==> src/rtl/bldc_pkg.sv <==
// ============================================================================
//  Module   : bldc_pkg
//  Purpose  : Shared types, defaults and the Hall-to-gate commutation lookup
//  Revision : 1.0
// ============================================================================
`default_nettype none

package bldc_pkg;

  localparam int c_pwm_bits    = 4;
  localparam int c_dead_cycles = 2;

  typedef struct packed {
    logic a;
    logic aa;
    logic b;
    logic bb;
    logic c;
    logic cc;
  } gate_t;

  localparam gate_t c_gates_off = '0;

  // S = {H3,H2,H1}; 000 and 111 are not physical rotor positions and map to all-off.
  function automatic gate_t hall_to_pattern(input logic [2:0] s);
    gate_t p;
    p = c_gates_off;
    case (s)
      3'b001:  begin p.a = 1'b1; p.bb = 1'b1; end
      3'b101:  begin p.a = 1'b1; p.cc = 1'b1; end
      3'b100:  begin p.b = 1'b1; p.cc = 1'b1; end
      3'b110:  begin p.b = 1'b1; p.aa = 1'b1; end
      3'b010:  begin p.c = 1'b1; p.aa = 1'b1; end
      3'b011:  begin p.c = 1'b1; p.bb = 1'b1; end
      default: p = c_gates_off;
    endcase
    return p;
  endfunction

  function automatic gate_t apply_pwm(input gate_t p, input logic pwm);
    gate_t g;
    g    = p;
    g.a  = p.a & pwm;
    g.b  = p.b & pwm;
    g.c  = p.c & pwm;
    return g;
  endfunction

endpackage

`default_nettype wire

==> src/rtl/bldc_if.sv <==
// ============================================================================
//  Module   : bldc_if
//  Purpose  : Hall/duty inputs and six gate outputs of the commutation block
//  Revision : 1.0
// ============================================================================
`default_nettype none

interface bldc_if #(
  parameter int PWM_BITS = bldc_pkg::c_pwm_bits
);
  logic                h1;
  logic                h2;
  logic                h3;
  logic [PWM_BITS-1:0] d;
  logic                a;
  logic                aa;
  logic                b;
  logic                bb;
  logic                c;
  logic                cc;

  modport master (output h1, h2, h3, d, input  a, aa, b, bb, c, cc);
  modport slave  (input  h1, h2, h3, d, output a, aa, b, bb, c, cc);
endinterface

`default_nettype wire

==> src/rtl/pwm_gen.sv <==
// ============================================================================
//  Module   : pwm_gen
//  Purpose  : Free-running PWM counter with period-boundary duty reload
//  Revision : 1.0
// ============================================================================
`default_nettype none

module pwm_gen #(
  parameter int PWM_BITS = 4
) (
  input  wire logic                clk,
  input  wire logic                rst,
  input  wire logic [PWM_BITS-1:0] i_duty,
  output logic                     o_pwm
);

  logic [PWM_BITS-1:0] r_cnt;
  logic [PWM_BITS-1:0] r_duty;

  always_ff @(posedge clk) begin
    if (rst) begin
      r_cnt  <= '0;
      r_duty <= '0;
    end else begin
      r_cnt <= r_cnt + 1'b1;
      // Reload only on the last count so a period is never truncated or stretched.
      if (r_cnt == '1) begin
        r_duty <= i_duty;
      end
    end
  end

  assign o_pwm = (r_cnt < r_duty);

endmodule

`default_nettype wire

==> src/rtl/main_1.sv <==
// ============================================================================
//  Module   : main_1
//  Purpose  : Six-step BLDC commutation with Hall sync, dead time and PWM
//  Revision : 1.0
// ============================================================================
`default_nettype none

module main_1
  import bldc_pkg::*;
#(
  parameter int PWM_BITS    = c_pwm_bits,
  parameter int DEAD_CYCLES = c_dead_cycles
) (
  input wire logic clk,
  input wire logic rst,
  bldc_if.slave    bus
);

  localparam int c_dw = (DEAD_CYCLES < 1) ? 1 : $clog2(DEAD_CYCLES + 1);

  logic [2:0]      r_meta;
  logic [2:0]      r_sync;
  gate_t           r_applied;
  gate_t           r_out;
  logic [c_dw-1:0] r_dead;
  logic            w_pwm;
  gate_t           w_target;

  pwm_gen #(
    .PWM_BITS (PWM_BITS)
  ) u_pwm (
    .clk    (clk),
    .rst    (rst),
    .i_duty (bus.d),
    .o_pwm  (w_pwm)
  );

  assign w_target = hall_to_pattern(r_sync);

  always_ff @(posedge clk) begin
    if (rst) begin
      r_meta    <= '0;
      r_sync    <= '0;
      r_applied <= c_gates_off;
      r_dead    <= '0;
      r_out     <= c_gates_off;
    end else begin
      r_meta <= {bus.h3, bus.h2, bus.h1};
      r_sync <= r_meta;
      // A new pattern (re)starts the dead count, even if one is already running.
      if (w_target != r_applied) begin
        r_applied <= w_target;
        r_dead    <= c_dw'(DEAD_CYCLES);
        r_out     <= (DEAD_CYCLES == 0) ? apply_pwm(w_target, w_pwm) : c_gates_off;
      end else if (r_dead != '0) begin
        r_dead <= r_dead - 1'b1;
        r_out  <= (r_dead == c_dw'(1)) ? apply_pwm(r_applied, w_pwm) : c_gates_off;
      end else begin
        r_out <= apply_pwm(r_applied, w_pwm);
      end
    end
  end

  assign bus.a  = r_out.a;
  assign bus.aa = r_out.aa;
  assign bus.b  = r_out.b;
  assign bus.bb = r_out.bb;
  assign bus.c  = r_out.c;
  assign bus.cc = r_out.cc;

endmodule

`default_nettype wire

==> src/flat_wrapper.sv <==
// flat-port wrapper written by rule: the top's interface ports become plain ports
module main_1_flat import bldc_pkg::*;
#(
  parameter int PWM_BITS    = c_pwm_bits,
  parameter int DEAD_CYCLES = c_dead_cycles
)
  (clk, rst, bus_h1, bus_h2, bus_h3, bus_d, bus_a, bus_aa, bus_b, bus_bb, bus_c, bus_cc);
  bldc_if #(.PWM_BITS(PWM_BITS)) bus_i ();
  input wire logic clk;
  input wire logic rst;
  input wire logic [$bits(bus_i.h1)-1:0] bus_h1;
  input wire logic [$bits(bus_i.h2)-1:0] bus_h2;
  input wire logic [$bits(bus_i.h3)-1:0] bus_h3;
  input wire logic [$bits(bus_i.d)-1:0] bus_d;
  output wire logic [$bits(bus_i.a)-1:0] bus_a;
  output wire logic [$bits(bus_i.aa)-1:0] bus_aa;
  output wire logic [$bits(bus_i.b)-1:0] bus_b;
  output wire logic [$bits(bus_i.bb)-1:0] bus_bb;
  output wire logic [$bits(bus_i.c)-1:0] bus_c;
  output wire logic [$bits(bus_i.cc)-1:0] bus_cc;
  assign bus_i.h1 = bus_h1;
  assign bus_i.h2 = bus_h2;
  assign bus_i.h3 = bus_h3;
  assign bus_i.d = bus_d;
  assign bus_a = bus_i.a;
  assign bus_aa = bus_i.aa;
  assign bus_b = bus_i.b;
  assign bus_bb = bus_i.bb;
  assign bus_c = bus_i.c;
  assign bus_cc = bus_i.cc;
  main_1 #(.PWM_BITS(PWM_BITS), .DEAD_CYCLES(DEAD_CYCLES)) u_core (.clk(clk), .rst(rst), .bus(bus_i));
endmodule
==> config.mk <==
export PLATFORM = sky130hd
export DESIGN_NAME = main_1_flat
export DESIGN_NICKNAME = d
export VERILOG_FILES = /design/src/rtl/bldc_pkg.sv /design/src/rtl/bldc_if.sv /design/src/rtl/pwm_gen.sv /design/src/rtl/main_1.sv /design/src/flat_wrapper.sv
export SDC_FILE = /design/constraint.sdc
export NUM_CORES = 1
export LEC_CHECK = 0
export BUFFER_PORTS_ARGS = -buffer_cell sky130_fd_sc_hd__buf_2
export CAP_MARGIN = 20
export CORE_MARGIN = 2
export CORE_UTILIZATION = 45
export CTS_BUF_LIST = sky130_fd_sc_hd__clkbuf_4
export CTS_CLUSTER_SIZE = 16
export DETAILED_ROUTE_END_ITERATION = 10
export GPL_TIMING_DRIVEN = 0
export SLEW_MARGIN = 20
export SYNTH_ARGS = -nofsm -noshare
export SYNTH_HDL_FRONTEND = slang
export SYNTH_SLANG_ARGS = --single-unit
==> constraint.sdc <==
create_clock -name clk -period 3.2 [get_ports clk]
set_input_delay 0 -clock clk [delete_from_list [all_inputs] [get_ports clk]]
set_output_delay 0 -clock clk [all_outputs]
set_load 0.005 [all_outputs]
# Word-level counts from Yosys, hierarchy flattened

Index checks and enable logic that the tools add are counted.

Muxes and demuxes: 10
Equal/unequal tests: 9
Reductions and logical operators: 9
$add $sub $neg: 2
Bitwise gates (word level): 3
Order comparisons: 1

Operator list:

| cell                                              | number |
|---|---|
| OR reduction 2 bit                                | 7 |
| two-way mux 6 bit                                 | 2 |
| == test 3 bit (second input constant)             | 3 |
| == test 3 x 2 -> 1 bit (second input constant)    | 2 |
| two-way mux 1 bit                                 | 6 |
| != test 6 bit                                     | 1 |
| adder 4 x 1 -> 4 bit (second input constant)      | 1 |
| == test 4 bit (second input constant)             | 1 |
| < comparator 4 bit                                | 1 |
| two-way mux 2 bit                                 | 2 |
| nonzero test 2 bit                                | 2 |
| bitwise AND 1 bit                                 | 3 |
| == test 3 x 1 -> 1 bit (second input constant)    | 1 |
| == test 2 x 1 -> 1 bit (second input constant)    | 1 |
| subtractor 2 x 1 -> 2 bit (second input constant) | 1 |

Output and inout port bits: 6
Input bits: 9
Bits in registers: 28
Word-level logic and storage cells: 52

# Longest topological paths before layout

Gate-level depths: netlist of run 1.

Depth in word-level cells: 5
Depth in mapped cells: 5
Mapped depth without buffers: 5

# Hierarchy

From an unflattened synthesis of run 1, not the netlist that was laid out.

Cells, all modules: 114
Area, all modules: 1149.9 sq um

By module, submodules not included:

| module  | area an instance (sq um) | instances | cells each | seq. area each (sq um) |
|---|---|---|---|---|
| main_1  | 780.7                    | 1         | 77         | 400.4 |
| pwm_gen | 369.1                    | 1         | 37         | 160.2 |

# Worst setup path after synthesis of run 1

No wires, ideal clock.

Kind: flip-flop to flip-flop
Start point: register u_core.r_sync[0]
End point: register u_core.r_out, in the netlist u_core.bus.a
Stages on the path, launching flop included: 5
Period minus slack after synthesis: 1.421 ns
Buffers on the path: 0
Library setup time: 0.092 ns
Data arrival time: 1.329 ns
Setup slack: 1.779 ns
Required time: 3.108 ns
Cells stage by stage: dfxtp_1 > nand2b_2 > a2111oi_4 > o32ai_2 > nor4_1

Word-level cells in the longest chain between the ends: 5
Elaborated cells between the ends (all ways): 20
Classes of those cells: 7 x eq/ne; 6 x mux; 7 x reduce/logical

Ends and longest elaborated chain:

| what                                  | line           | text |
|---|---|---|
| from (decl)                           | main_1.sv:22   | `logic [2:0] r_sync;` |
| from (signal assigned)                | main_1.sv:49   | `r_sync <= r_meta;` |
| == test 3 bit (tied with other cells) | bldc_pkg.sv:28 | `case (s)` |
| OR reduction 2 bit (no line)          | n/a            |  |
| two-way mux 1 bit                     | bldc_pkg.sv:28 |  |
| != test 6 bit (*)                     | main_1.sv:51   | `if (w_target != r_applied) begin` |
| OR reduction 2 bit (no line) (*)      | n/a            |  |
| to (signal assigned)                  | main_1.sv:54   | `r_out <= (DEAD_CYCLES == 0) ? apply_pwm(w_target, w_pwm) : c_gates_off;` |
| to (signal assigned)                  | main_1.sv:57   | `r_out <= (r_dead == c_dw'(1)) ? apply_pwm(r_applied, w_pwm) : c_gates_off;` |
| to (signal assigned)                  | main_1.sv:59   | `r_out <= apply_pwm(r_applied, w_pwm);` |
| to (decl)                             | main_1.sv:24   | `gate_t r_out;` |

Every way passes the cells marked *; elsewhere a longest branch is shown, timed or not.
A chain may end at the register's enable or synchronous reset.

# Final worst setup path of run 1

Ends and elaborated chain as after synthesis.

==> impl_summary.log, run 1 <==
[metrics] crit path buf inv count: 0
[metrics] Static Leak: 0.543 nW
[metrics] ordered cell list for the critical path: xor2_1 -> nor4_1 -> o32ai_2 -> nor4_1
[metrics] number of clock sinks seen by CTS: 28
[metrics] leading cell type in the layout, fill and taps excluded: dfxtp_1
[metrics] Top Family by Delay on Critical Path: simple AND/OR/NAND/NOR gates
[metrics] Resized cells post-CTS: 0
[metrics] final antenna-violating net count: 0
[metrics] time the final worst path needs with I/O delays and setup: 1.72 ns
[metrics] data arrival at the endpoint of the critical path: 1.94 ns
[metrics] total CTS buffers: 3
[metrics] clock-pin transition on the worst setup and hold timing paths: 0.14 ns
[metrics] Routability Congestion: 0.751
[metrics] RSZ-0062 raised after global routing: false
[metrics] CTS tree: built
[metrics] via count: 742
[metrics] final setup violating endpoints: 0
[metrics] DRC violation count after routing: 0
[metrics] Yosys warning count: 0
[metrics] final cycle utilization of the critical path: 53.7%
[metrics] most frequent cells in the layout: dfxtp_1, nor2_1, buf_2
[metrics] H-tree depth: 1
[metrics] summed instance area of the synthesized netlist: 1090 um^2
[metrics] Initial Utilization: 48.3%
[metrics] type of the tightest min-delay check: primary input to flip-flop
[metrics] Boundary Pins: 15
[metrics] Fill cells: 212
[metrics] Slew headroom: 67.0%
[metrics] Routed Wire Length: 1.70 mm
[metrics] final-stage net count: 141
[metrics] leftover overflow at the end of global routing: 0
[metrics] number of antenna violations at the first check in global routing: 0
[metrics] sequential-to-total area share from yosys stat: 51.4%
[metrics] sum of negative setup slack: 0 ns
[metrics] Std-Cell Rows: 17
[metrics] All-Layer GR Usage: 14.5%
[metrics] DR WL/cell: 11.1 um
[metrics] number of max-slew violations in the final report: 0
[metrics] final standard cell area without fillers: 1280 um^2
[metrics] kind of critical path: flip-flop to flip-flop
[metrics] first-pass detailed-route iteration total: 4
[metrics] Least-Margin Pin Slew: 0.494 ns
[metrics] maximum root-to-sink buffer count: 2
[metrics] Crit path largest cell delay: 0.51 ns
[metrics] total cell area at the placement stage: 1190 um^2
[metrics] final cell count without fillers: 154
[metrics] Power Dens Cells: 441 nW/um^2
[metrics] die height: 53.2 um
[metrics] required time worst endpoint: 3.43 ns
[metrics] Inst Count DP: 144
[metrics] ant diodes: 0
[metrics] worst hold slack across all endpoints: 0.0231 ns
[metrics] average instance area after synthesis: 10.6 um^2
[metrics] Post-Synthesis Cells: 103
[metrics] Synthesized Nets: 116
[metrics] quantity of I/O buffers inserted on ports: 13
[metrics] critical-path maximum fanout: 8
[metrics] DR iter-0 viols: 9
[metrics] critical path startpoint category: flip-flop
[metrics] Die W: 53.2 um
[metrics] maximum number of pins on one net before global-route repair: 15
[metrics] library cell contributing the largest single delay on the critical path: dfxtp_1
[metrics] register bit count reported by yosys: 28
[metrics] run status: complete, no violations
[metrics] detailed-route vias per instance: 4.82
[metrics] library cells used by synthesis: 25
[metrics] clock latency reported for the late side of the worst-skew pair: 0.31 ns
[metrics] CTS Root Cell: clkbuf_4
[metrics] vias in the first global route: 674
[metrics] layout overhead on the synthesized area: 17.7%
[metrics] nature of the critical path endpoint: flip-flop
[metrics] largest clock skew in the final design: 0.00290 ns
[metrics] final hold violation count: 0
[metrics] fraction of layout instances using a drive strength above 1: 17.5%
[metrics] dpl hpwl: 1.23 mm
[metrics] cell seen most often among critical-path stages: nor4_1
[metrics] highest attainable clock frequency: 582 MHz
[metrics] CORE AREA: 2250 um^2
[metrics] VDD IR max: 0.254 mV
[metrics] Die Area: 2830 um^2
[metrics] max-cap check violation count: 0
[metrics] wire length of the first global-routing pass: 2.94 mm
worst paths after layout:
check	start	end	slack, ns	cells past startpoint
worst max-delay path	u_core.r_sync[0]	u_core.bus.a	1.48	4
worst min-delay path	rst	u_core.r_meta[1]	0.02	2
worst max register to register	u_core.r_sync[0]	u_core.bus.a	1.48	4
worst min register to register	u_core.r_meta[0]	u_core.r_sync[0]	0.45	1
cell type report:
cell class                      instances  area [um^2]  share of cell area (%)
Sequential cell                        28          561                    43.7
Multi-Input combinational cell         67          499                    38.9
Timing Repair Buffer                   20          135                    10.5
Tap cell                               28         35.0                    2.73
Clock buffer                            3         22.5                    1.76
Inverter                                5         18.8                    1.46
Buffer                                  3         11.3                   0.878
repair_timing:
item	CTS	global route
hold buffers	7	0
setup buffers	0	0
endpoints found under the setup margin	0	0
hold endpoints to repair	7	0
synthesized netlist by cell type, drive strengths merged:
library cell	count	area share, %
nor2	13	4.5
buf	1	0.34
ha	4	4.6
dfxtp	28	51
xnor2	2	1.6
o32ai	1	1.5
inv	5	1.7
and3b	2	1.6
nor4b	2	2.8
clkbuf	2	0.69
nand2b	10	6.0
xor2	3	2.4
nand3	2	0.92
a2111oi	1	2.5
and4b	1	0.92
o32a	1	0.92
mux2i	4	3.7
a21oi	2	0.92
nor4	6	3.4
o21ai	1	0.46
a211oi	1	0.69
or2	1	0.57
o21bai	1	0.69
nor2b	9	5.2
logic make-up (layout without fill, tap and decap cells):
| group | count (synthesis) | count (layout) | share of synthesized area [%] |
|---|---|---|---|
| buffers and inverters | 8 | 31 | 2.76 |
| adders and majority gates | 4 | 4 | 4.59 |
| DFF | 28 | 28 | 51.4 |
| AOI/OAI and AO/OA | 8 | 8 | 7.69 |
| xor gates and xnor gates | 5 | 5 | 4.02 |
| muxes | 4 | 4 | 3.67 |
| and+or+nand+nor | 46 | 46 | 25.8 |
metal layers:
layer	part of all wire, %	wire length (um)	GRT usage (%)
met2	44	748	21.2
met4	1.8	31	7.69
met3	4.0	68	2.54
met1	50	853	20.1
met5	0	0	0
flip-flops by register name (all words and copies together), names as in the netlist:
name,cells
u_core.bus.a,1
u_core.bus.aa,1
u_core.bus.b,1
u_core.bus.bb,1
u_core.bus.c,1
u_core.bus.cc,1
u_core.r_applied,6
u_core.r_dead,2
u_core.r_meta,3
u_core.r_sync,3
u_core.u_pwm.r_cnt,4
u_core.u_pwm.r_duty,4
per-stage QoR:
stage	total power, mW	worst slack, ns	utilization (%)
floorplan	0.415	1.78	-
global placement	0.427	1.56	52.8
detailed placement	0.428	1.49	52.8
CTS	0.572	1.46	56.9
global route	0.591	1.27	56.9
finish	0.565	1.48	56.9
power breakdown:
| group | total (mW) | switching (mW) | leakage [nW] | internal, mW |
|---|---|---|---|---|
| Combinational | 0.0552 | 0.0247 | 0.301 | 0.0306 |
| Clock | 0.139 | 0.0945 | 0.0138 | 0.0441 |
| Sequential | 0.372 | 0.0117 | 0.228 | 0.360 |
| Total | 0.565 | 0.131 | 0.543 | 0.434 |
worst register-to-register path: cells and delay by family, from the launching register on:
kind	cells	cell delay, ns
AO/OA/AOI/OAI	1	0.25
XOR/XNOR	1	0.11
flip-flops	1	0.51
AND/OR/NAND/NOR	2	0.76
Note: power is estimated with default switching activity, not from simulation.
==> run 2: changes to the inputs <==
--- a/config.mk
+++ b/config.mk
@@ -13,6 +13,7 @@
 export CTS_CLUSTER_SIZE = 16
 export DETAILED_ROUTE_END_ITERATION = 10
 export GPL_TIMING_DRIVEN = 0
+export PLACE_DENSITY = 0.67
 export SLEW_MARGIN = 20
 export SYNTH_ARGS = -nofsm -noshare
 export SYNTH_HDL_FRONTEND = slang
==> constraint.sdc (replaced) <==
create_clock -name clk -period 1.4 [get_ports clk]
set_input_delay 0 -clock clk [delete_from_list [all_inputs] [get_ports clk]]
set_output_delay 0 -clock clk [all_outputs]
set_load 0.005 [all_outputs]
==> run 2 against run 1 <==
  * Maximum frequency grew 11%
  * Global-route usage grew 1.1 points
  * Register-to-register slack lost 1.6 ns
  * Utilization grew 6.7 points
  * The flow now finishes with violations (setup timing)
  * Sequential power grew 130%
  * Sequential share of layout area shrank 3.8 points
  * Critical endpoint is now u_core.bus.bb
  * Non-clock buffer count grew 4
  * Flip-flop and latch count is the same
  * Critical path type unchanged
==> impl_summary.log, run 2 (synthesis gave the netlist of run 1 again) <==
[metrics] Inst Count DP: 144
[metrics] via count: 785
[metrics] Crit path largest cell delay: 0.41 ns
[metrics] post-layout util: 63.5%
[metrics] run status: finished, violations left
[metrics] total CTS buffers: 3
[metrics] required time worst endpoint: 1.67 ns
[metrics] time the final worst path needs with I/O delays and setup: 1.55 ns
[metrics] die height: 53.2 um
[metrics] number of clock sinks seen by CTS: 28
[metrics] RSZ-0062 raised after global routing: true
[metrics] final cell count without fillers: 159
[metrics] Least-Margin Pin Slew: 0.429 ns
[metrics] CTS Root Cell: clkbuf_4
[metrics] total cell area at the placement stage: 1190 um^2
[metrics] most flop-heavy register: u_core.r_applied
[metrics] highest attainable clock frequency: 644 MHz
[metrics] clock-pin transition on the worst setup and hold timing paths: 0.14 ns
[metrics] max-cap check violation count: 0
[metrics] flip-flop count of the largest register, all copies and words added: 6
[metrics] VDD IR max: 0.804 mV
[metrics] Power Dens Cells: 1060 nW/um^2
[metrics] Static Leak: 0.598 nW
[metrics] Worst Setup Slack post-DPL: -0.262 ns
[metrics] first-pass detailed-route iteration total: 5
[metrics] largest clock skew in the final design: 0.00869 ns
[metrics] clock latency reported for the late side of the worst-skew pair: 0.32 ns
[metrics] nature of the critical path endpoint: flip-flop
[metrics] dpl hpwl: 1.25 mm
[metrics] maximum number of pins on one net before global-route repair: 17
[metrics] quantity of I/O buffers inserted on ports: 13
[metrics] final hold violation count: 0
[metrics] wire length of the first global-routing pass: 3.15 mm
[metrics] final-stage net count: 145
[metrics] H-tree depth: 1
[metrics] layout overhead on the synthesized area: 31.5%
[metrics] vias in the first global route: 763
[metrics] ant diodes: 0
[metrics] Routability Congestion: 0.798
[metrics] detailed-route vias per instance: 4.94
[metrics] Slew headroom: 71.4%
[metrics] final cycle utilization of the critical path: 111%
[metrics] Final WS setup: -0.152 ns
[metrics] Die Area: 2830 um^2
[metrics] data arrival at the endpoint of the critical path: 1.82 ns
[metrics] Fill cells: 198
[metrics] critical-path maximum fanout: 4
[metrics] All-Layer GR Usage: 15.6%
[metrics] leading cell type in the layout, fill and taps excluded: dfxtp_1
[metrics] sum of negative setup slack: -0.503 ns
[metrics] kind of critical path: flip-flop to flip-flop
[metrics] final standard cell area without fillers: 1430 um^2
[metrics] total power draw: 1.52 mW
[metrics] critical path startpoint category: flip-flop
[metrics] CTS tree: built
[metrics] Routed Wire Length: 1.77 mm
[metrics] largest registers: u_core.r_applied x6, u_core.u_pwm.r_cnt x4, u_core.u_pwm.r_duty x4
[metrics] number of max-slew violations in the final report: 0
[metrics] leftover overflow at the end of global routing: 0
[metrics] worst hold slack across all endpoints: 0.0328 ns
[metrics] failing checks: setup timing
[metrics] Die W: 53.2 um
[metrics] DR WL/cell: 11.1 um
[metrics] final setup violating endpoints: 8
[metrics] Std-Cell Rows: 17
[metrics] fraction of layout instances using a drive strength above 1: 31.3%
[metrics] Initial Utilization: 48.3%
[metrics] ordered cell list for the critical path: buf_6 -> nand2b_4 -> a2111oi_4 -> buf_4 -> o32a_1 -> and4b_1
[metrics] Boundary Pins: 15
[metrics] CORE AREA: 2250 um^2
[metrics] DR iter-0 viols: 5
[metrics] final antenna-violating net count: 0
[metrics] number of antenna violations at the first check in global routing: 0
[metrics] maximum root-to-sink buffer count: 2
[metrics] most frequent cells in the layout: dfxtp_1, nor2_1, buf_2
[metrics] library cell contributing the largest single delay on the critical path: a2111oi_4
[metrics] type of the tightest min-delay check: primary input to flip-flop
[metrics] DRC violation count after routing: 0
## run 2: changes by cell type in the layout (fill, tap and decap cells not counted), sizes merged
cell / before / now
bufinv: 0 / 1
buf: 14 / 18
## run 2: worst paths after layout
path                                        from               end  slack [ns]  depth (start not counted)
worst max-delay path            u_core.r_sync[0]     u_core.bus.bb       -0.15                          6
worst min-delay path                         rst  u_core.r_meta[1]        0.03                          2
worst max register to register  u_core.r_sync[0]     u_core.bus.bb       -0.15                          6
worst min register to register  u_core.r_meta[0]  u_core.r_sync[0]        0.45                          1
## run 2: area by class of cell
cell class / count / area, um^2 / area share (%)
sequential: 28 / 572 / 39.9
inverter: 5 / 18.8 / 1.31
tap: 28 / 35.0 / 2.45
clock buffer: 3 / 22.5 / 1.57
timing repair buffer: 25 / 176 / 12.3
multi-input combinational: 67 / 571 / 39.8
clock inverter: 1 / 30.0 / 2.10
buffer: 2 / 7.51 / 0.524
## run 2: power breakdown
part,internal [mW],switching (mW)
sequential,0.821,0.0274
clock,0.289,0.218
combinational,0.0919,0.0720
## run 2: repair_timing
item | CTS | global route
endpoints found under the setup margin | 8 | 8
gates resized for setup | 15 | 4
hold endpoints to repair | 7 | 0
pin swaps | 8 | 5
cloned | 0 | 0
hold buffers | 7 | 0
setup buffers | 4 | 1
## run 2: critical path: cells and delay by family (launching register included)
kind | cells | cell delay [ns]
simple gates | 2 | 0.26
flops | 1 | 0.40
buf+inv | 2 | 0.27
compound gates | 2 | 0.58
## run 2: metal layers
layer  wire (um)  vias to the layer above  track usage (%)
met5           0                        -                0
met4          22                        0             6.41
met3          66                        4             3.39
met2         883                       17             27.2
met1         800                      360             18.3
li1            -                      404                -
==> run 3: changes to the inputs <==
--- a/config.mk
+++ b/config.mk
@@ -10,9 +10,9 @@
 export CORE_MARGIN = 2
 export CORE_UTILIZATION = 45
 export CTS_BUF_LIST = sky130_fd_sc_hd__clkbuf_4
-export CTS_CLUSTER_SIZE = 16
 export DETAILED_ROUTE_END_ITERATION = 10
 export GPL_TIMING_DRIVEN = 0
+export MAX_ROUTING_LAYER = met4
 export PLACE_DENSITY = 0.67
 export SLEW_MARGIN = 20
 export SYNTH_ARGS = -nofsm -noshare
==> run 3 against run 2 <==
  * The run still ends with setup timing left
  * Sequential share of layout area stayed put
  * Utilization stayed put
  * Worst hold slack better by 0.0012 ns
  * Largest cell class unchanged
==> impl_summary.log, run 3 (synthesis gave the netlist of run 1 again) <==
[metrics] run status: finished, violations left
[metrics] failing checks: setup timing
[metrics] time the final worst path needs with I/O delays and setup: 1.55 ns
[metrics] Die W: 53.2 um
[metrics] most frequent cells in the layout: dfxtp_1, nor2_1, buf_2
[metrics] wire length of the first global-routing pass: 3.15 mm
[metrics] detailed-route vias per instance: 4.96
[metrics] highest attainable clock frequency: 644 MHz
[metrics] Initial Utilization: 48.3%
[metrics] final hold violation count: 0
[metrics] number of clock sinks seen by CTS: 28
[metrics] quantity of I/O buffers inserted on ports: 13
[metrics] final setup violating endpoints: 8
[metrics] maximum number of pins on one net before global-route repair: 17
[metrics] flip-flop count of the largest register, all copies and words added: 6
[metrics] All-Layer GR Usage: 16.0%
[metrics] final antenna-violating net count: 0
[metrics] Boundary Pins: 15
[metrics] Final WS setup: -0.152 ns
[metrics] via count: 788
[metrics] met2 wirelength from detailed routing: 897 um
[metrics] die height: 53.2 um
[metrics] final cycle utilization of the critical path: 111%
[metrics] DRC violation count after routing: 0
[metrics] post-layout util: 63.5%
[metrics] largest registers: u_core.r_applied x6, u_core.u_pwm.r_cnt x4, u_core.u_pwm.r_duty x4
[metrics] Worst Setup Slack post-DPL: -0.262 ns
[metrics] leading cell type in the layout, fill and taps excluded: dfxtp_1
[metrics] Static Leak: 0.598 nW
[metrics] vias in the first global route: 762
[metrics] Routed Wire Length: 1.77 mm
[metrics] final standard cell area without fillers: 1430 um^2
[metrics] leftover overflow at the end of global routing: 0
[metrics] number of max-slew violations in the final report: 0
[metrics] most flop-heavy register: u_core.r_applied
[metrics] layout overhead on the synthesized area: 31.5%
[metrics] critical-path maximum fanout: 4
[metrics] ant diodes: 0
[metrics] type of the tightest min-delay check: primary input to flip-flop
[metrics] Die Area: 2830 um^2
[metrics] number of antenna violations at the first check in global routing: 0
[metrics] Std-Cell Rows: 17
[metrics] total cell area at the placement stage: 1190 um^2
[metrics] fraction of layout instances using a drive strength above 1: 31.3%
[metrics] clock latency reported for the late side of the worst-skew pair: 0.32 ns
[metrics] combined flip-flop and latch cell area: 572 um^2
[metrics] final-stage net count: 145
[metrics] critical path startpoint category: flip-flop
[metrics] required time worst endpoint: 1.67 ns
[metrics] top layer in use: met4
[metrics] met3 routed wirelength: 59 um
[metrics] RSZ-0062 raised after global routing: true
[metrics] max-cap check violation count: 0
[metrics] Fill cells: 198
[metrics] CTS Root Cell: clkbuf_4
[metrics] clock-pin transition on the worst setup and hold timing paths: 0.14 ns
[metrics] CTS tree: built
[metrics] Power Dens Cells: 1060 nW/um^2
[metrics] Routability Congestion: 0.810
[metrics] Met1 Wirelength: 798 um
[metrics] Least-Margin Pin Slew: 0.429 ns
[metrics] area of the multi-input gates: 571 um^2
[metrics] total CTS buffers: 3
[metrics] CORE AREA: 2250 um^2
[metrics] largest clock skew in the final design: 0.00840 ns
[metrics] Slew headroom: 71.4%
[metrics] first-pass detailed-route iteration total: 3
[metrics] H-tree depth: 1
[metrics] kind of critical path: flip-flop to flip-flop
[metrics] DR WL/cell: 11.1 um
[metrics] DR iter-0 viols: 5
[metrics] data arrival at the endpoint of the critical path: 1.82 ns
[metrics] nature of the critical path endpoint: flip-flop
[metrics] VDD IR max: 0.804 mV
[metrics] dpl hpwl: 1.25 mm
[metrics] maximum root-to-sink buffer count: 2
==> run 3: power breakdown <==
group	internal, mW	switching (mW)
Clock	0.289	0.218
Sequential	0.821	0.0274
Combinational	0.0919	0.0720
==> run 3: worst paths after layout <==
check,startpoint,endpoint,slack [ns],cells after the start
worst min register to register,u_core.r_meta[0],u_core.r_sync[0],0.45,1
worst max register to register,u_core.r_sync[0],u_core.bus.bb,-0.15,6
worst min-delay path,rst,u_core.r_meta[1],0.03,2
worst max-delay path,u_core.r_sync[0],u_core.bus.bb,-0.15,6
==> run 3: cell type report <==
cell class / count / area share, %
Sequential cell: 28 / 39.9
Multi-Input combinational cell: 67 / 39.8
Timing Repair Buffer: 25 / 12.3
Tap cell: 28 / 2.45
Clock inverter: 1 / 2.10
Clock buffer: 3 / 1.57
Inverter: 5 / 1.31
Buffer: 2 / 0.524
==> run 3: through the flow <==
stage / setup TNS (ns) / instances / hold slack [ns] / total power [mW]
finish: -0.501 / 159 / 0.0340 / 1.52
global route: -1.38 / 159 / 0.0453 / 1.60
CTS: -0.323 / 158 / 0.0245 / 1.54
global placement: -0.640 / 144 / 0.207 / 0.975
floorplan: 0 / 103 / 0.128 / 0.948
detailed placement: -1.05 / 144 / 0.214 / 0.980
==> run 3: metal layers <==
layer  up-vias  track usage [%]
met2        15             27.2
li1        404                -
met3         2             3.39
met5         -                -
met4         0             6.41
met1       367             18.3
==> run 3: critical path, stage by stage (launching register included) <==
cell and delay [ns]:
dfxtp_4 0.40, buf_6 0.10, nand2b_4 0.05, a2111oi_4 0.41
buf_4 0.17, o32a_1 0.17, and4b_1 0.21
==> run 3: what timing repair did <==
item,4_1_cts,5_1_grt
pin swaps,8,5
gates cloned,0,0
hold buffers,7,0
endpoints found under the hold margin,7,0
setup buffers,4,1
gates resized for setup,15,4
setup endpoints to repair,8,8
